File: config.mk
export PLATFORM = sky130hd
export DESIGN_NAME = exe_seq_ctrl
export DESIGN_NICKNAME = d
export VERILOG_FILES = /design/src/rtl/exe_seq_ctrl.sv
export SDC_FILE = /design/constraint.sdc
export NUM_CORES = 1
export LEC_CHECK = 0
export ABC_AREA = 1
export CAP_MARGIN = 40
export CORE_UTILIZATION = 45
export CTS_CLUSTER_SIZE = 12
export DETAILED_ROUTE_END_ITERATION = 10
export HOLD_SLACK_MARGIN = 0.02
export PLACE_DENSITY = 0.75
export SYNTH_ARGS = -nofsm -noshare
export SYNTH_HDL_FRONTEND = slang
export SYNTH_SLANG_ARGS = --single-unit
File: constraint.sdc
create_clock -name clk -period 3 [get_ports clk]
set_input_delay 0.9 -clock clk [delete_from_list [all_inputs] [get_ports clk]]
set_output_delay 0.9 -clock clk [all_outputs]
set_load 0.1 [all_outputs]
File: src/rtl/exe_seq_ctrl.sv
// Multi-cycle control sequencer for the execute datapath and the shared
// instruction/data memory port, with memory-handshake timeout detection.
module exe_seq_ctrl #(
  parameter int unsigned MEM_TIMEOUT = 15,
  parameter int unsigned TW          = 4
) (
  input  logic       clk,
  input  logic       rst,
  input  logic       run,
  input  logic [5:0] opcode,
  input  logic [5:0] funct,
  input  logic       zero,
  input  logic       mem_ready,
  output logic       ALUSrc,
  output logic       RegDest,
  output logic [2:0] aluc,
  output logic       iord,
  output logic       mem_read,
  output logic       mem_write,
  output logic       ir_write,
  output logic       reg_write,
  output logic       mem_to_reg,
  output logic       pc_en,
  output logic [1:0] pc_src,
  output logic       busy,
  output logic       illegal_op,
  output logic       bus_err
);

  localparam logic [3:0] S_IDLE    = 4'd0;
  localparam logic [3:0] S_FETCH   = 4'd1;
  localparam logic [3:0] S_DECODE  = 4'd2;
  localparam logic [3:0] S_EX_R    = 4'd3;
  localparam logic [3:0] S_EX_ADDI = 4'd4;
  localparam logic [3:0] S_EX_ADDR = 4'd5;
  localparam logic [3:0] S_MEM_RD  = 4'd6;
  localparam logic [3:0] S_MEM_WR  = 4'd7;
  localparam logic [3:0] S_WB_ALU  = 4'd8;
  localparam logic [3:0] S_WB_MEM  = 4'd9;
  localparam logic [3:0] S_EX_BR   = 4'd10;
  localparam logic [3:0] S_EX_J    = 4'd11;
  localparam logic [3:0] S_ILLEGAL = 4'd12;

  localparam logic [5:0] OP_RTYPE = 6'b000000;
  localparam logic [5:0] OP_LW    = 6'b100011;
  localparam logic [5:0] OP_SW    = 6'b101011;
  localparam logic [5:0] OP_BEQ   = 6'b000100;
  localparam logic [5:0] OP_BNE   = 6'b000101;
  localparam logic [5:0] OP_ADDI  = 6'b001000;
  localparam logic [5:0] OP_J     = 6'b000010;

  localparam logic [2:0]    ALU_ADD = 3'b010;
  localparam logic [2:0]    ALU_SUB = 3'b110;
  localparam logic [TW-1:0] CNT_LIM = TW'(MEM_TIMEOUT);

  logic [3:0]    state_q, state_d;
  logic [TW-1:0] cnt_q, cnt_d;
  logic          bus_err_q, bus_err_d;
  logic [2:0]    ex_aluc_q, ex_aluc_d;
  logic          ex_alusrc_q, ex_alusrc_d;
  logic          ex_rdst_q, ex_rdst_d;
  logic [2:0]    r_aluc;
  logic          r_ok;
  logic          taken;
  logic          wait_st;
  logic [3:0]    ret_st;

  // R-type funct to ALU operation
  always_comb begin
    r_aluc = ALU_ADD;
    r_ok   = 1'b1;
    case (funct)
      6'b100000: r_aluc = ALU_ADD;
      6'b100010: r_aluc = ALU_SUB;
      6'b100100: r_aluc = 3'b000;
      6'b100101: r_aluc = 3'b001;
      6'b101010: r_aluc = 3'b111;
      default:   r_ok   = 1'b0;
    endcase
  end

  assign taken   = (opcode == OP_BEQ) ? zero : !zero;
  assign wait_st = (state_q == S_FETCH) || (state_q == S_MEM_RD) || (state_q == S_MEM_WR);
  assign ret_st  = run ? S_FETCH : S_IDLE;
  assign bus_err = bus_err_q;

  always_comb begin
    state_d     = state_q;
    cnt_d       = '0;
    bus_err_d   = bus_err_q;
    ex_aluc_d   = ex_aluc_q;
    ex_alusrc_d = ex_alusrc_q;
    ex_rdst_d   = ex_rdst_q;
    ALUSrc      = 1'b0;
    RegDest     = 1'b0;
    aluc        = ALU_ADD;
    iord        = 1'b0;
    mem_read    = 1'b0;
    mem_write   = 1'b0;
    ir_write    = 1'b0;
    reg_write   = 1'b0;
    mem_to_reg  = 1'b0;
    pc_en       = 1'b0;
    pc_src      = 2'b00;
    illegal_op  = 1'b0;
    busy        = (state_q != S_IDLE);

    case (state_q)
      S_IDLE: if (run && !bus_err_q) state_d = S_FETCH;
      S_FETCH: begin
        mem_read = 1'b1;
        if (mem_ready) begin
          ir_write = 1'b1;
          pc_en    = 1'b1;
          state_d  = S_DECODE;
        end
      end
      S_DECODE: begin
        case (opcode)
          OP_RTYPE:      state_d = S_EX_R;
          OP_LW, OP_SW:  state_d = S_EX_ADDR;
          OP_BEQ, OP_BNE: state_d = S_EX_BR;
          OP_ADDI:       state_d = S_EX_ADDI;
          OP_J:          state_d = S_EX_J;
          default:       state_d = S_ILLEGAL;
        endcase
      end
      S_EX_R: begin
        aluc        = r_aluc;
        ex_aluc_d   = r_aluc;
        ex_alusrc_d = 1'b0;
        ex_rdst_d   = 1'b1;
        state_d     = r_ok ? S_WB_ALU : S_ILLEGAL;
      end
      S_EX_ADDI, S_EX_ADDR: begin
        ALUSrc      = 1'b1;
        ex_aluc_d   = ALU_ADD;
        ex_alusrc_d = 1'b1;
        ex_rdst_d   = 1'b0;
        if (state_q == S_EX_ADDI)  state_d = S_WB_ALU;
        else if (opcode == OP_LW)  state_d = S_MEM_RD;
        else                       state_d = S_MEM_WR;
      end
      // EX-phase ALU controls are held through write-back and memory phases
      S_WB_ALU: begin
        reg_write = 1'b1;
        aluc      = ex_aluc_q;
        ALUSrc    = ex_alusrc_q;
        RegDest   = ex_rdst_q;
        state_d   = ret_st;
      end
      S_MEM_RD: begin
        iord     = 1'b1;
        mem_read = 1'b1;
        ALUSrc   = ex_alusrc_q;
        aluc     = ex_aluc_q;
        if (mem_ready) state_d = S_WB_MEM;
      end
      S_MEM_WR: begin
        iord      = 1'b1;
        mem_write = 1'b1;
        ALUSrc    = ex_alusrc_q;
        aluc      = ex_aluc_q;
        if (mem_ready) state_d = ret_st;
      end
      S_WB_MEM: begin
        reg_write  = 1'b1;
        mem_to_reg = 1'b1;
        state_d    = ret_st;
      end
      S_EX_BR: begin
        aluc    = ALU_SUB;
        pc_en   = taken;
        pc_src  = taken ? 2'b01 : 2'b00;
        state_d = ret_st;
      end
      S_EX_J: begin
        pc_en   = 1'b1;
        pc_src  = 2'b10;
        state_d = ret_st;
      end
      S_ILLEGAL: begin
        illegal_op = 1'b1;
        state_d    = ret_st;
      end
      default: state_d = S_IDLE;
    endcase

    // Memory wait: ready in the cycle the count sits at the limit still succeeds
    if (wait_st && !mem_ready) begin
      if (cnt_q == CNT_LIM) begin
        state_d   = S_IDLE;
        bus_err_d = 1'b1;
      end else begin
        cnt_d = cnt_q + TW'(1);
      end
    end
  end

  always_ff @(posedge clk or posedge rst) begin
    if (rst) begin
      state_q     <= S_IDLE;
      cnt_q       <= '0;
      bus_err_q   <= 1'b0;
      ex_aluc_q   <= ALU_ADD;
      ex_alusrc_q <= 1'b0;
      ex_rdst_q   <= 1'b0;
    end else begin
      state_q     <= state_d;
      cnt_q       <= cnt_d;
      bus_err_q   <= bus_err_d;
      ex_aluc_q   <= ex_aluc_d;
      ex_alusrc_q <= ex_alusrc_d;
      ex_rdst_q   <= ex_rdst_d;
    end
  end

endmodule

# --- Yosys cells after proc, flatten, opt, wreduce, memory -nomap -nowiden ---
# Index checks and enable logic that the tools add are counted.
# W data, S select, Z words.
word_totals:
  reg_bits: 14
  input_bits: 17
  out_inout_bits: 17
  word_cells: 86
op_classes:
  addsub: 1
  n_eq_ne: 24
  muxes: 34
  n_reduce_logical: 21
ops:
  columns: ["cell", "n"]
  rows:
  - ["$eq A6 B6 Y1 const B", 7]
  - ["$mux W4", 9]
  - ["$pmux W4 S8", 1]
  - ["$eq A4 B4 Y1 const B", 6]
  - ["$pmux W4 S5", 1]
  - ["$eq A4 B3 Y1 const B", 4]
  - ["$mux W1", 14]
  - ["$eq A6 B3 Y1 const B", 2]
  - ["$pmux W3 S4", 1]
  - ["$reduce_or A2 Y1", 6]
  - ["$reduce_or A5 Y1", 2]
  - ["$pmux W3 S3", 1]
  - ["$eq A4 B2 Y1 const B", 2]
  - ["$eq A6 B2 Y1 const B", 1]
  - ["$eq A6 B4 Y1 const B", 1]
  - ["$logic_not A6 Y1", 1]
  - ["$pmux W1 S2", 3]
  - ["$pmux W3 S2", 1]
  - ["$add A4 B1 Y4 const B", 1]
  - ["$eq A4 B1 Y1 const B", 1]
  - ["$logic_not A4 Y1", 1]
  - ["$pmux W2 S2", 1]
  - ["$reduce_bool A4 Y1", 1]
  - ["$logic_not A1 Y1", 3]
  - ["7 further kinds", 9]

# --- Depth between registers and ports, before layout ---
# Gate-level depths: netlist of the first run.
depth:
  depth_word: 7
  depth_mapped: 10
  mapped_depth_nobuf: 10

# --- Worst setup path before layout of the first run ---
# OpenSTA, ideal clock, no wires.
synth_timing:
  path_kind: "flip-flop to output port"
  from: "register state_q[0]"
  to: "output ALUSrc"
  arrival_ps: 3058
  required_time_ps: 2100
  slack_ps: -958
  stages_incl_launch_ff: 6
  n_path_buf: 0
  path_cell_list: "dfrtp_1 -> nor2_1 -> nand2_1 -> nand2_2 -> inv_1 -> o21ai_0"
synth_via:
  elab_chain_len: 3
  word_cells_on_any_way: 8
  cone_classes: "eq/ne: 5; mux: 1; reduce/logical: 2"
synth_rtl:
  columns: ["item", "line_no", "rtl"]
  rows:
  - ["start: declaration", "56", "logic [3:0] state_q, state_d;"]
  - ["start signal: assignment", "209", "state_q <= state_d;"]
  - ["$eq A4 B3 Y1 or $eq A4 B4 Y1 (tied branches)", "108", "case (state_q)"]
  - ["$reduce_or A3 Y1 (no source line) or $reduce_or A2 Y1 (tied branches)", null, null]
  - ["$pmux W1 S2 *", "108", null]
  - ["end: declaration", "14", "output logic ALUSrc,"]
# Every way passes the cells marked *; elsewhere a longest branch is shown, timed or not.

# --- Worst setup path in the final report of the first run ---
layout_timing:
  from: "register state_q[0]"
  to: "register ex_aluc_q[1]"
layout_via:
  elab_chain_len: 3
  word_cells_on_any_way: 6
  cone_classes: "eq/ne: 3; mux: 1; reduce/logical: 2"
layout_rtl:
  columns: ["item", "line_no", "rtl"]
  rows:
  - ["$eq A4 B3 Y1", "108", null]
  - ["$reduce_or A2 Y1", "108", null]
  - ["$pmux W3 S2 or $reduce_bool A2 Y1 (tied branches)", null, null]
  - ["end signal: assignment", "212", "ex_aluc_q <= ex_aluc_d;"]
  - ["end: declaration", "59", "logic [2:0] ex_aluc_q, ex_aluc_d;"]
# Several ways; a longest one is shown, not always the timed one.
# A chain may end at the register's enable or synchronous reset.

==> results of run 1 <==
==> power by group <==
| part | switching [mW] | internal [mW] |
|---|---|---|
| logic | 0.766 | 0.286 |
| clock network | 0.0690 | 0.0740 |
| registers | 0.0626 | 0.242 |
==> timing repair <==
item,CTS,global route
endpoints found under the setup margin,5,7
pin swaps,9,5
resized for setup,23,10
buffers inserted,25,0
==> worst min-delay path by stage <==
stage          cells after the start                start                   to
6_report                           2  bus_err$_DFFE_PP0P_  bus_err$_DFFE_PP0P_
5_1_grt                            1   cnt_q[2]$_DFF_PP0_   cnt_q[2]$_DFF_PP0_
4_1_cts                            1   cnt_q[0]$_DFF_PP0_   cnt_q[0]$_DFF_PP0_
3_5_place_dp                       1   cnt_q[0]$_DFF_PP0_   cnt_q[0]$_DFF_PP0_
3_3_place_gp                       1   cnt_q[0]$_DFF_PP0_   cnt_q[0]$_DFF_PP0_
2_1_floorplan                      1   cnt_q[0]$_DFF_PP0_   cnt_q[0]$_DFF_PP0_
==> worst register-to-register path, stage by stage, from the launching register on <==
cell                      delay, ps
sky130_fd_sc_hd__dfrtp_1        520
sky130_fd_sc_hd__nand2_1        240
sky130_fd_sc_hd__nor2_4         290
sky130_fd_sc_hd__nand2_2        140
sky130_fd_sc_hd__buf_4          150
sky130_fd_sc_hd__buf_4          120
sky130_fd_sc_hd__buf_4          120
sky130_fd_sc_hd__buf_4          120
sky130_fd_sc_hd__buf_4          120
sky130_fd_sc_hd__buf_4          120
sky130_fd_sc_hd__buf_4          120
sky130_fd_sc_hd__buf_4          130
sky130_fd_sc_hd__buf_4          130
sky130_fd_sc_hd__buf_4          130
sky130_fd_sc_hd__buf_4          130
sky130_fd_sc_hd__buf_4          120
sky130_fd_sc_hd__buf_4          120
sky130_fd_sc_hd__nand3_1         70
==> area by class of cell <==
class,instances,area share [%]
Tap cell,28,1.90
Clock buffer,4,1.97
Timing Repair Buffer,66,34.6
Sequential cell,14,19.1
Inverter,34,6.92
Multi-Input combinational cell,121,35.5
==> cell usage after synthesis <==
cell                        instances  area share (%)
sky130_fd_sc_hd__nor2_4             1             1.1
sky130_fd_sc_hd__nand3_1           19             9.1
sky130_fd_sc_hd__nor3_1             2            0.96
sky130_fd_sc_hd__dfrtp_1           13              31
sky130_fd_sc_hd__o211ai_1           1            0.72
sky130_fd_sc_hd__and3_1             1            0.60
sky130_fd_sc_hd__nand4_1            6             3.6
sky130_fd_sc_hd__o21bai_1           1            0.72
sky130_fd_sc_hd__nor3_2             1            0.96
sky130_fd_sc_hd__nand2_2            1            0.60
sky130_fd_sc_hd__dfstp_2            1             2.5
sky130_fd_sc_hd__nand2_1           40              14
sky130_fd_sc_hd__inv_1             33              12
sky130_fd_sc_hd__o21ai_2            1            0.84
sky130_fd_sc_hd__inv_2              1            0.36
sky130_fd_sc_hd__o2111ai_1          1            0.84
sky130_fd_sc_hd__o21ai_0            6             2.9
sky130_fd_sc_hd__nor2_1            30              11
sky130_fd_sc_hd__nand3b_1           1            0.72
sky130_fd_sc_hd__xor2_1             1            0.84
sky130_fd_sc_hd__nor2_2             1            0.60
sky130_fd_sc_hd__ha_1               1             1.2
sky130_fd_sc_hd__a21oi_1            6             2.9
==> cell usage in the layout, fill, tap and decap left out <==
cell                              Yosys  layout
sky130_fd_sc_hd__dfrtp_1             13      12
sky130_fd_sc_hd__nor2_4               1       5
sky130_fd_sc_hd__o21bai_1             1       1
sky130_fd_sc_hd__nand4_1              6       6
sky130_fd_sc_hd__nand3b_1             1       1
sky130_fd_sc_hd__nand3_1             19      16
sky130_fd_sc_hd__nor3_2               1       1
sky130_fd_sc_hd__clkdlybuf4s50_1      0       4
sky130_fd_sc_hd__nand2_2              1       6
sky130_fd_sc_hd__nor2_1              30      21
sky130_fd_sc_hd__xor2_1               1       1
sky130_fd_sc_hd__nor2_2               1       6
sky130_fd_sc_hd__buf_12               0       6
sky130_fd_sc_hd__nor3_1               2       2
sky130_fd_sc_hd__buf_16               0       1
sky130_fd_sc_hd__inv_1               33      30
sky130_fd_sc_hd__and3_1               1       1
sky130_fd_sc_hd__a21oi_1              6       6
sky130_fd_sc_hd__o21ai_1              0       2
sky130_fd_sc_hd__o21ai_2              1       1
sky130_fd_sc_hd__inv_2                1       4
sky130_fd_sc_hd__dlygate4sd2_1        0       6
sky130_fd_sc_hd__dlymetal6s2s_1       0       6
sky130_fd_sc_hd__o211ai_1             1       1
sky130_fd_sc_hd__o21ai_0              6       4
sky130_fd_sc_hd__clkbuf_8             0       1
sky130_fd_sc_hd__ha_1                 1       1
sky130_fd_sc_hd__dfstp_2              1       1
sky130_fd_sc_hd__nand3_2              0       3
sky130_fd_sc_hd__clkbuf_4             0       3
sky130_fd_sc_hd__buf_4                0      43
sky130_fd_sc_hd__dfrtp_2              0       1
sky130_fd_sc_hd__o2111ai_4            0       1
sky130_fd_sc_hd__nand2_1             40      35
==> kinds of logic (layout without fill, tap and decap cells) <==
group	Yosys count	after routing	synth area share, %
xor+xnor	1	1	0.837
fa+ha+maj	1	1	1.20
simple gates	103	103	43.3
compound gates	16	16	8.85
buf+inv	34	104	12.2
flops	14	14	33.6
==> sequential cells by signal, indices dropped and copies added (netlist names) <==
name,flops
ex_rdst_q,1
ex_alusrc_q,1
ex_aluc_q,3
bus_err,1
cnt_q,4
state_q,4
==> metal layers <==
layer	routed length, um	track usage, %	vias up
li1	-	-	679
met1	1460	36.7	674
met2	2140	63.3	93
met3	317	4.55	21
met4	180	9.05	0
met5	0	0	-
==> metrics.md, run 1 <==
| Metric | Value |
|---|---|
| Smallest setup slack after layout | `roughly 62 ps` |
| Final nets | `~260` |
| Rel. slew slack | `65.2%` |
| Worst endpoint required time | `3230 ps` |
| Result of the run | `finished clean` |
| Crit Path Category | `flop to flop` |
| Post-synthesis instance total | `169` |
| Depth of the critical timing path with buffers and inverters included | `17` |
| Top Family by Delay on Critical Path | `buffers and inverters` |
| Post-route core utilization | `84.2%` |
| Std cell rows | `17` |
| Final Critical Period | `2940 ps` |
| CTS hold repair buffers | `0` |
| CTS HTree Levels | `1` |
| Die Outline Area | `~2500 sq um` |
| Worst setup skew after layout | `3.48 ps` |
| Antenna diode count | `0` |
| First-pass iteration count of the detailed router | `4` |
| Final-report max-slew violation count | `0` |
| Worst ir drop on vdd | `1.13 mV` |
| Layout Cells excl Fill | `267` |
| Startpoint of the most critical register-to-register path | `state_q[0]$_DFF_PP0_` |
| Worst Hold Margin | `522 ps` |
| Sequential share of the synthesized area | `33.6%` |
| Cell chain of the critical path | `nand2_1 -> nor2_4 -> nand2_2 -> buf_4 -> buf_4 -> buf_4 -> buf_4 -> buf_4 -> buf_4 -> buf_4 -> buf_4 -> buf_4 -> buf_4 -> buf_4 -> buf_4 -> buf_4 -> nand3_1` |
| Ratio of routed vias to standard cells | `~5.5` |
| # setup viols final | `0` |
| Filler Cells Inserted | `about 140` |
| Area growth syn-to-layout | `76.3%` |
| Die X | `approximately 50 um` |
| Vias in the first global route | `1453` |
| Antenna violation net count after detailed routing | `0` |
| Clock tree from TritonCTS | `yes` |
| Total congestion overflow | `0` |
| Leak | `1.03 nW` |
| Endpoint class of the critical path | `flop` |
| Total core area | `~2200 sq um` |
| Count of boundary I/O pins | `34` |
| Synthesis Warnings | `0` |
| Post-detailed-route wirelength per cell | `between 15 and 20 um` |
| Final Hold Violating Endpoints | `0` |
| Area used by multi-input combinational logic | `around 650 sq um` |
| Critical path's most frequent cell | `sky130_fd_sc_hd__buf_4` |
| Launching element of the worst setup path | `state_q[0]$_DFF_PP0_` |
| Worst setup SP type | `flop` |
| Number of buffers and inverters on the critical path | `13` |
| Layout cells sized above 1 | `34.7%` |
| Sum of net half-perimeters after detailed placement | `2360 um` |
| Seq. cell area | `353 sq um` |
| DR iter-0 viols | `a little under 80` |
| Kind of path behind the tightest hold check | `flop to flop` |
| Number of I/O port buffers | `33` |
| Largest net degree at the start of global routing | `15` |
| Highest clock frequency the design can meet | `about 340 MHz` |
| Reg-to-reg critical path endpoint | `ex_aluc_q[1]$_DFFE_PP1P_` |
| Number of buffers inserted during clock tree synthesis | `3` |
| Longest individual stage delay on the worst path | `~520 ps` |
| Worst-case setup slack after placement | `-134 ps` |
| Share of the cycle needed by the critical path after routing | `between 90% and 100%` |
| Post-synthesis sequential element count | `14` |
| Slowest stage cell, crit path | `sky130_fd_sc_hd__dfrtp_1` |
| Max FO, Critical Path | `8` |
| Number of buffers between clock root and the deepest sink | `2` |
| Number of design rule violations left after detail routing | `0` |
| Tot Pwr | `1.50 mW` |
| Post-Syn Area per Cell | `6.19 sq um` |
| Routed Wire Length | `4100 um` |
| Via count | `1467` |
| Post-Place Cell Area | `~1500 sq um` |
| Max capacitance violation total | `0` |
| Clock latency on the worst-skew pair | `290 ps` |
| Number of distinct library cell variants in the gate-level netlist after synthesis | `23` |
| CTS clock-pin slew for the worst setup and hold paths | `around 90 ps` |
| Vert. Die Dim | `50.2 um` |
| Critical Path Sink | `ex_aluc_q[1]$_DFFE_PP1P_` |
| Global-route wire length before repair | `6200 um` |
| Area of all placed cells without fillers | `~1800 sq um` |
| Cell total after placement | `238` |
| Total Negative Setup Slacks | `0 ps` |
| Worst path arrival time | `3170 ps` |
| Worst reg-to-reg path cell count | `17` |
| Final estimated routing congestion in global placement | `0.913` |
| Netlist area before placement | `about 1000 sq um` |
| Global router's overall resource usage | `32.8%` |
| Count of clock tree sinks | `14` |
| Antenna violations before repair | `0` |
| Starting utilization of the core area | `47.7%` |
| Setup slack of the worst register-to-register path | `60 ps` |
| Slew @ Worst Pin | `522 ps` |
| Power density over cell area | `813 nW/um^2` |
| Clk root buf | `sky130_fd_sc_hd__clkbuf_4` |
| Number of nets produced by synthesis | `187` |
Note: power is estimated with default switching activity, not from simulation.
==> inputs of run 2 (changes only) <==
--- a/config.mk
+++ b/config.mk
@@ -8,7 +8,7 @@
 export ABC_AREA = 1
 export CAP_MARGIN = 40
 export CORE_UTILIZATION = 45
-export CTS_CLUSTER_SIZE = 12
+export CTS_CLUSTER_SIZE = 14
 export DETAILED_ROUTE_END_ITERATION = 10
 export HOLD_SLACK_MARGIN = 0.02
 export PLACE_DENSITY = 0.75
==> constraint.sdc (replaced) <==
create_clock -name clk -period 2.95 [get_ports clk]
set_input_delay 0.885 -clock clk [delete_from_list [all_inputs] [get_ports clk]]
set_output_delay 0.885 -clock clk [all_outputs]
set_load 0.1 [all_outputs]
==> metrics.md, run 2 (same netlist as run 1, synthesis figures left out) <==
| Metric | Value |
|---|---|
| Number of buffers between clock root and the deepest sink | `2` |
| Endpoint class of the critical path | `flop` |
| Worst endpoint required time | `3180 ps` |
| DR iter-0 viols | `56` |
| Global router's overall resource usage | `about a third` |
| Most common library cell in the layout ignoring fill and taps | `sky130_fd_sc_hd__buf_4` |
| Final Hold Violating Endpoints | `0` |
| Number of design rule violations left after detail routing | `0` |
| Worst setup skew after layout | `just under 7 ps` |
| Number of buffers inserted during clock tree synthesis | `3` |
| Critical path's most frequent cell | `sky130_fd_sc_hd__buf_4` |
| Worst path arrival time | `around 3100 ps` |
| Slew @ Worst Pin | `approximately 530 ps` |
| Std cell rows | `17` |
| Vias in the first global route | `1450` |
| Count of clock tree sinks | `14` |
| CTS clock-pin slew for the worst setup and hold paths | `roughly 100 ps` |
| Worst-case setup slack after placement | `-154 ps` |
| Largest net degree at the start of global routing | `15` |
| Power density over cell area | `between 800 and 900 nW/um^2` |
| Smallest setup slack after layout | `48.4 ps` |
| Antenna violation net count after detailed routing | `0` |
| Leak | `approximately 1.0 nW` |
| Clock tree from TritonCTS | `yes` |
| Total core area | `around 2200 sq um` |
| Clk root buf | `sky130_fd_sc_hd__clkbuf_4` |
| Unrepaired setup endpoints after global routing | `no` |
| Clock latency on the worst-skew pair | `280 ps` |
| Share of the cycle needed by the critical path after routing | `98.4%` |
| Switching Power | `about 900 uW` |
| Net switching share of the total power | `59.7%` |
| Commonest non-fill, non-tap cells in the layout | `sky130_fd_sc_hd__buf_4, sky130_fd_sc_hd__nand2_1, sky130_fd_sc_hd__inv_1` |
| Starting utilization of the core area | `47.7%` |
| Ratio of routed vias to standard cells | `5.30` |
| Crit Path Category | `input pin to flop` |
| # setup viols final | `0` |
| First-pass iteration count of the detailed router | `4` |
| Clock network fraction of design power | `about a tenth` |
| Die X | `50.2 um` |
| Global-route wire length before repair | `6200 um` |
| Antenna diode count | `0` |
| Cell chain of the critical path | `dlygate4sd2_1 -> inv_2 -> nor2_2 -> nand3_2 -> nand2_2 -> buf_4 -> buf_4 -> buf_4 -> buf_4 -> buf_4 -> buf_4 -> buf_4 -> buf_4 -> buf_4 -> buf_4 -> buf_4 -> buf_4 -> buf_4 -> nand3_1` |
| Layout cells sized above 1 | `between 30% and 40%` |
| Power share of the sequential group | `20.3%` |
| Number of I/O port buffers | `33` |
| Result of the run | `finished clean` |
| Rel. slew slack | `roughly 65%` |
| Top flop regs | `cnt_q x4, state_q x4, ex_aluc_q x3` |
| Final-report max-slew violation count | `0` |
| Slowest stage cell, crit path | `sky130_fd_sc_hd__dlygate4sd2_1` |
| Max capacitance violation total | `0` |
| CTS HTree Levels | `1` |
| Post-detailed-route wirelength per cell | `~15 um` |
| Worst Hold Margin | `between 400 and 500 ps` |
| Combinational group share of total power | `~70%` |
| Count of boundary I/O pins | `34` |
| Area growth syn-to-layout | `77.9%` |
| Die Outline Area | `2520 sq um` |
| Worst setup SP type | `input pin` |
| Highest clock frequency the design can meet | `345 MHz` |
| Sum of net half-perimeters after detailed placement | `2360 um` |
| Via count | `between 1000 and 1500` |
| Final Critical Period | `2900 ps` |
| Filler Cells Inserted | `124` |
| Worst ir drop on vdd | `1.16 mV` |
| Internal power summed over all cells | `611 uW` |
| Kind of path behind the tightest hold check | `flop to flop` |
| Final nets | `261` |
| Antenna violations before repair | `0` |
| Longest individual stage delay on the worst path | `260 ps` |
| Max FO, Critical Path | `2` |
| Routed Wire Length | `4000 um` |
| Final estimated routing congestion in global placement | `0.913` |
| Total congestion overflow | `0` |
| Vert. Die Dim | `50.2 um` |
==> run 2: cell count changes in the layout (fill, tap and decap cells not counted), sizes merged <==
| cell | before | now |
|---|---|---|
| dlymetal6s2s | 6 | 5 |
| dlygate4sd2 | 6 | 7 |
| buf | 50 | 53 |
==> run 2: area by class of cell <==
type	count	area [sq um]	area share, %
inverter	34	128	6.86
clock buffer	4	36.3	1.95
sequential	14	353	19.0
timing repair buffer	69	657	35.3
multi-input combinational	121	652	35.0
tap	28	35.0	1.88
==> run 2: worst paths after layout <==
| check | slack (ps) | cells after the start | end | start |
|---|---|---|---|---|
| setup / recovery | 50 | 19 | ex_aluc_q[1]$_DFFE_PP1P_ | funct[2] |
| hold / removal | 470 | 1 | cnt_q[0]$_DFF_PP0_ | cnt_q[0]$_DFF_PP0_ |
| setup reg to reg | 90 | 17 | ex_aluc_q[1]$_DFFE_PP1P_ | state_q[0]$_DFF_PP0_ |
| hold reg to reg | 470 | 1 | cnt_q[0]$_DFF_PP0_ | cnt_q[0]$_DFF_PP0_ |
| max in group asynchronous | 1610 | 2 | state_q[1]$_DFF_PP0_ | rst |
| min in group asynchronous | 950 | 2 | ex_alusrc_q$_DFFE_PP0P_ | rst |
==> run 2: worst max-delay path, delay by kind of cell <==
kind | cells | cell delay [ps]
buffers and inverters | 15 | 1940
and+or+nand+nor | 4 | 280
==> run 2: metal layers <==
metal / part of all wire, % / vias to the layer above / wire length, um / GRT usage [%]
met5: 0 / - / 0 / 0
met4: 2.0 / 0 / 79 / 9.52
met3: 4.4 / 6 / 178 / 2.42
met2: 53 / 68 / 2140 / 62.4
met1: 40 / 676 / 1610 / 37.0
li1: - / 680 / - / -
==> run 2: power groups by stage <==
stage / clock [mW] / combinational [mW] / sequential [mW]
5_1_grt: 0.152 / 1.12 / 0.312
3_5_place_dp: 0 / 0.998 / 0.306
2_1_floorplan: 0 / 0.726 / 0.293
6_report: 0.143 / 1.07 / 0.308
3_3_place_gp: 0 / 0.983 / 0.302
4_1_cts: 0.138 / 1.04 / 0.302
==> run 2: repair_timing <==
action	in CTS	in global routing
setup endpoints to repair	5	7
setup buffers	25	3
hold buffers	0	0
gates resized for setup	24	9
cloned	0	0
pin swaps	10	6
==> run 2: stage by stage <==
| step | area (sq um) | power (mW) | TNS [ps] | instances | util, % |
|---|---|---|---|---|---|
| floorplan | 1070 | 1.02 | -510 | 169 | - |
| global placement | 1540 | 1.29 | -543 | 238 | 70.4 |
| detailed placement | 1540 | 1.30 | -640 | 238 | 70.4 |
| CTS | 1820 | 1.48 | 0 | 267 | 82.9 |
| global route | 1860 | 1.58 | 0 | 270 | 84.9 |
| finish | 1860 | 1.52 | 0 | 270 | 84.9 |
==> patch 1, RTL diff (flow settings as in run 2) <==
Set the parameter `MEM_TIMEOUT` to 7 (it was 15).
--- a/src/rtl/exe_seq_ctrl.sv
+++ b/src/rtl/exe_seq_ctrl.sv
@@ -3,3 +3,3 @@
 module exe_seq_ctrl #(
-  parameter int unsigned MEM_TIMEOUT = 15,
+  parameter int unsigned MEM_TIMEOUT = 7,
   parameter int unsigned TW          = 4
Check against the original RTL: not equivalent (Yosys sat finds a counterexample within 10 cycles, from zero or initial values and one cycle with rst high).
==> patch 1 against run 2 <==
Core utilization fell by 1.9 points; total power shrank 0.91%; critical path depth decreased by 14; routed wire length decreased by 10%; final cell count fell by 1.5%; die area rose by 0.12%; synthesized area is 0.12% higher; cell area is 1.3% lower; setup slack got worse by 0.016 ns; sequential cell count unchanged.
==> patch 1: results (changes against run 2) <==
Vias in the first global route = 1326 (-8.6%)
GPL Wtd Cong = 0.900 (-1.4%)
DR iter-0 viols = 48 (-14%)
Worst r2r dst = ex_aluc_q[2]$_DFFE_PP0P_
Global-route wire length before repair = 5910 um (-4.8%)
Synthesized Nets = 188 (+0.53%)
Via density = 5.19 (-2.0%)
GRT Total Usage = 0.312 (-0.0113)
Run status = finished clean
Nonclk buf count = 64 (-7.2%)
Drt pass-1 iters = 5 (+1)
Postcts setup bufs = 22 (-12%)
CP endpoint = aluc[2]
Multi-input gates = 122 (+0.83%)
Clk tree area frac = 0.0198 (+0.000266)
FF-to-FF path depth = 5 (-12)
Synth unique cells = 22 (-4.3%)
Multi-input gate area = 663 um^2 (+1.7%)
R2r setup slk = 1.42 ns (+1.33 ns)
Worst slew pin tran = 0.523 ns (-0.00722 ns)
Sequential share of the synthesized area = 0.336 (-0.000402)
Place WS = -0.156 ns (-0.00241 ns)
Num sequential = 14 (unchanged)
Most common library cells after synthesis = nand2_1, inv_1, nor2_1
Non-clock buffer share = 0.338 (-0.0150)
CTS resizes = 25 (+4.2%)
Fraction of synthesized cell area in xor and xnor cells = 0.00836 (-0.0000100)
Post-synthesis compound-gate area fraction = 0.0884 (-0.000106)
LEAKAGE = 1.02 nW (-2.2%)
Synth Area in Adders = 0.0119 (-0.0000143)
CP max stage delay = 0.44 ns (+0.18 ns)
Nets = 257 (-1.5%)
Crit-path slowest cell = clkdlybuf4s50_1
Vias post-DR = 1381 (-3.4%)
Fin Hold WS = 0.488 ns (+0.0131 ns)
Arr. time, crit path = 2.03 ns (-1.10 ns)
VDD IR max = 0.982 mV (-15%)
Final wirelength = 3600 um (-10%)
Largest fanout on the critical path = 3 (+1)
[patch 1: cell types whose count changed after synthesis, sizes merged]
cell	delta
and3	-1
nand2	+1
nor2	+1
[patch 1: where the power goes]
group	internal [W]	leakage [nW]	switching (W)	total, W
sequential	0.000246	0.179	0.0000592	0.000305
combinational	0.000294	0.817	0.000762	0.00106
clock	0.0000751	0.0210	0.0000658	0.000141
total	0.000615	1.02	0.000887	0.00150
[patch 1: metrics by stage]
stage	cell area [um^2]	power, W	utilization
floorplan	1070	0.00102	-
global placement	1540	0.00129	0.698
CTS	1800	0.00147	0.815
finish	1840	0.00150	0.830
detailed placement	1540	0.00130	0.698
global route	1840	0.00158	0.830
[patch 1: per-layer routing]
metal  up-vias  wire (um)  share of wire  track usage
li1        680          -              -            -
met1       621       1500           0.42        0.390
met2        70       1820           0.50        0.540
met3        10        207          0.057       0.0515
met4         0         74          0.021        0.100
met5         -          0              0            0
==> patch 2, RTL diff (config.mk and constraints of run 2) <==
Made on the original files. Register the output `bus_err` once more, cleared by the reset; this adds one clock of latency there. The other outputs are not delayed to match.
--- a/src/rtl/exe_seq_ctrl.sv
+++ b/src/rtl/exe_seq_ctrl.sv
@@ -84,3 +84,9 @@
   assign ret_st  = run ? S_FETCH : S_IDLE;
-  assign bus_err = bus_err_q;
+  always_ff @(posedge clk or posedge rst) begin
+    if (rst) begin
+      bus_err <= '0;
+    end else begin
+      bus_err <= bus_err_q;
+    end
+  end
 
Behaviour: same outputs for any inputs over 10 cycles, from zero or initial values and one cycle with rst high; that may be too few to reach the edited logic, so the function may still have changed.
==> patch 2 against run 2 <==
Routed wire length grew 2.8%; synthesized area rose by 2.2%; first-iteration DRC count rose by 18%; final cell count increased by 3.3%; largest cell class unchanged; combinational power down 9.9%; setup slack improved by 0.034 ns; die area is 2.1% higher; synthesized cell count decreased by 0.59%; cell area grew 5.5%; sequential power increased by 2%; global-route usage up 0.71 points; sequential cell count is 1 higher; fmax grew 1.2%; total power decreased by 8.1%.
==> patch 2: results (changes against run 2) <==
R2r setup slk = 0.41 ns (+0.32 ns)
Met3 Use GR = 0.0697 (+0.0455)
Most common library cells after synthesis = nand2_1, inv_1, nor2_1
GRT overflow = 0 (unchanged)
Synthesized Nets = 186 (-0.53%)
Htree depth = 1 (unchanged)
Sequential share of the synthesized area = 0.352 (+0.0163)
# diodes = 0 (unchanged)
Syn Area/Cell = 6.36 um^2 (+2.8%)
Initial antenna violation count = 0 (unchanged)
Largest net degree at the start of global routing = 16 (+1)
Global-route wire length before repair = 6350 um (+2.3%)
Final worst slack = 0.0823 ns (+0.0340 ns)
LEAKAGE = 1.11 nW (+7.1%)
Synth unique cells = 25 (+8.7%)
Arr. time, crit path = 3.03 ns (-0.10 ns)
Switching Fraction = 0.596 (-0.00135)
Regs by FF count = cnt_q: 4 flops, state_q: 4 flops, ex_aluc_q: 3 flops
Fin Hold WS = 0.431 ns (-0.0436 ns)
Largest fanout on the critical path = 3 (+1)
VDD IR max = 1.02 mV (-12%)
Via density = 5.38 (+1.6%)
Place WS = -0.132 ns (+0.0212 ns)
Final wirelength = 4110 um (+2.8%)
GR Layer Usage met2 = 0.638 (+0.0133)
DR iter-0 viols = 66 (+18%)
GRT Total Usage = 0.330 (+0.00712)
Synth area leaders = dfrtp_1, nand2_1, inv_1, nor2_1, nand3_1
Layout cell share with drive strength beyond 1 = 0.390 (+0.0351)
Placed cells = 240 (+0.84%)
Clock buffer depth = 2 (unchanged)
Vias in the first global route = 1496 (+3.2%)
Post-DP HPWL = 2210 um (-6.0%)
Port Buffer Count = 33 (unchanged)
Drt pass-1 iters = 4 (unchanged)
WL/cell = 14.7 um (-0.54%)
Num CTS Buffers = 3 (unchanged)
Root Buffer Master = clkbuf_4
Max Clock Skew = 0.00463 ns (-0.00228 ns)
GPL Wtd Cong = 0.855 (-6.3%)
Hold/Removal Path Class = flip-flop to flip-flop
Synth Warn # = 0 (unchanged)
Clock-pin slew on the worst setup and hold paths = 0.09 ns
Met1 Use GR = 0.340 (-0.0309)
Fillers = 117 (-5.6%)
Run status = finished clean
Nets = 270 (+3.4%)
Relative slew slack = 0.636 (-0.0101)
## patch 2: cell count changes after synthesis, moves of 2 or more
cell and change:
nand4_1 -3, o21ai_1 +2, o21ai_0 -2, a21oi_1 -2
## patch 2: timing repair
action,4_1_cts,5_1_grt
endpoints found under the hold margin,0,0
endpoints found under the setup margin,5,8
pin swaps,8,9
gates resized for setup,17,22
hold buffers,0,0
setup buffers,33,2
## patch 2: per-layer routing
metal | wire [um] | part of all wire
met5 | 0 | 0
met3 | 251 | 0.061
met1 | 1510 | 0.37
met2 | 2160 | 0.53
met4 | 189 | 0.046
## patch 2: cell families after synthesis
kind of cell               share of synthesized area
and+or+nand+nor                                0.403
buffers and inverters                          0.133
AOI/OAI and AO/OA                             0.0914
DFF                                            0.352
adders and majority gates                     0.0117
xor gates and xnor gates                     0.00820
## patch 2: worst max-delay path, stage by stage
cell             delay [ns]
clkdlybuf4s15_1        0.21
inv_2                  0.07
nor2_4                 0.10
nand3_4                0.10
buf_4                  0.14
buf_4                  0.12
buf_4                  0.12
buf_4                  0.12
buf_4                  0.12
buf_4                  0.12
buf_4                  0.12
buf_4                  0.12
buf_4                  0.12
buf_4                  0.13
buf_4                  0.13
nand3_1                0.08
nand2_1                0.07
nor2_1                 0.11
nor2_1                 0.06
## patch 2: worst paths after layout
path / start / endpoint / cells after the start
setup reg to reg: state_q[1]$_DFF_PP0_ / ex_aluc_q[0]$_DFFE_PP0P_ / 14
hold / removal: bus_err_q$_DFFE_PP0P_ / bus_err$_DFF_PP0_ / 0
min in group asynchronous: rst / state_q[3]$_DFF_PP0_ / 2
hold reg to reg: bus_err_q$_DFFE_PP0P_ / bus_err$_DFF_PP0_ / 0
max in group asynchronous: rst / ex_aluc_q[1]$_DFFE_PP1P_ / 2
setup / recovery: opcode[2] / state_q[2]$_DFF_PP0_ / 19
## patch 2: cell type report
type,count,share of cell area
clock buffer,4,0.0134
inverter,35,0.0669
multi-input combinational,117,0.331
sequential,15,0.192
tap,28,0.0178
timing repair buffer,80,0.379
## patch 2: power by group through the flow
stage,registers (W),clock network (W),logic [W]
after CTS,0.000304,0.000119,0.000935
final,0.000313,0.000115,0.000964
after floorplan,0.000293,0,0.000692
after global placement,0.000309,0,0.000910
after global routing,0.000318,0.000127,0.00101
after detailed placement,0.000309,0,0.000923
## patch 2: per-stage QoR
step	TNS, ns	cell area [um^2]
after floorplan	-0.0477	1100
after global placement	-0.344	1600
after detailed placement	-0.551	1600
after CTS	0	1900
after global routing	0	1960
final	0	1960
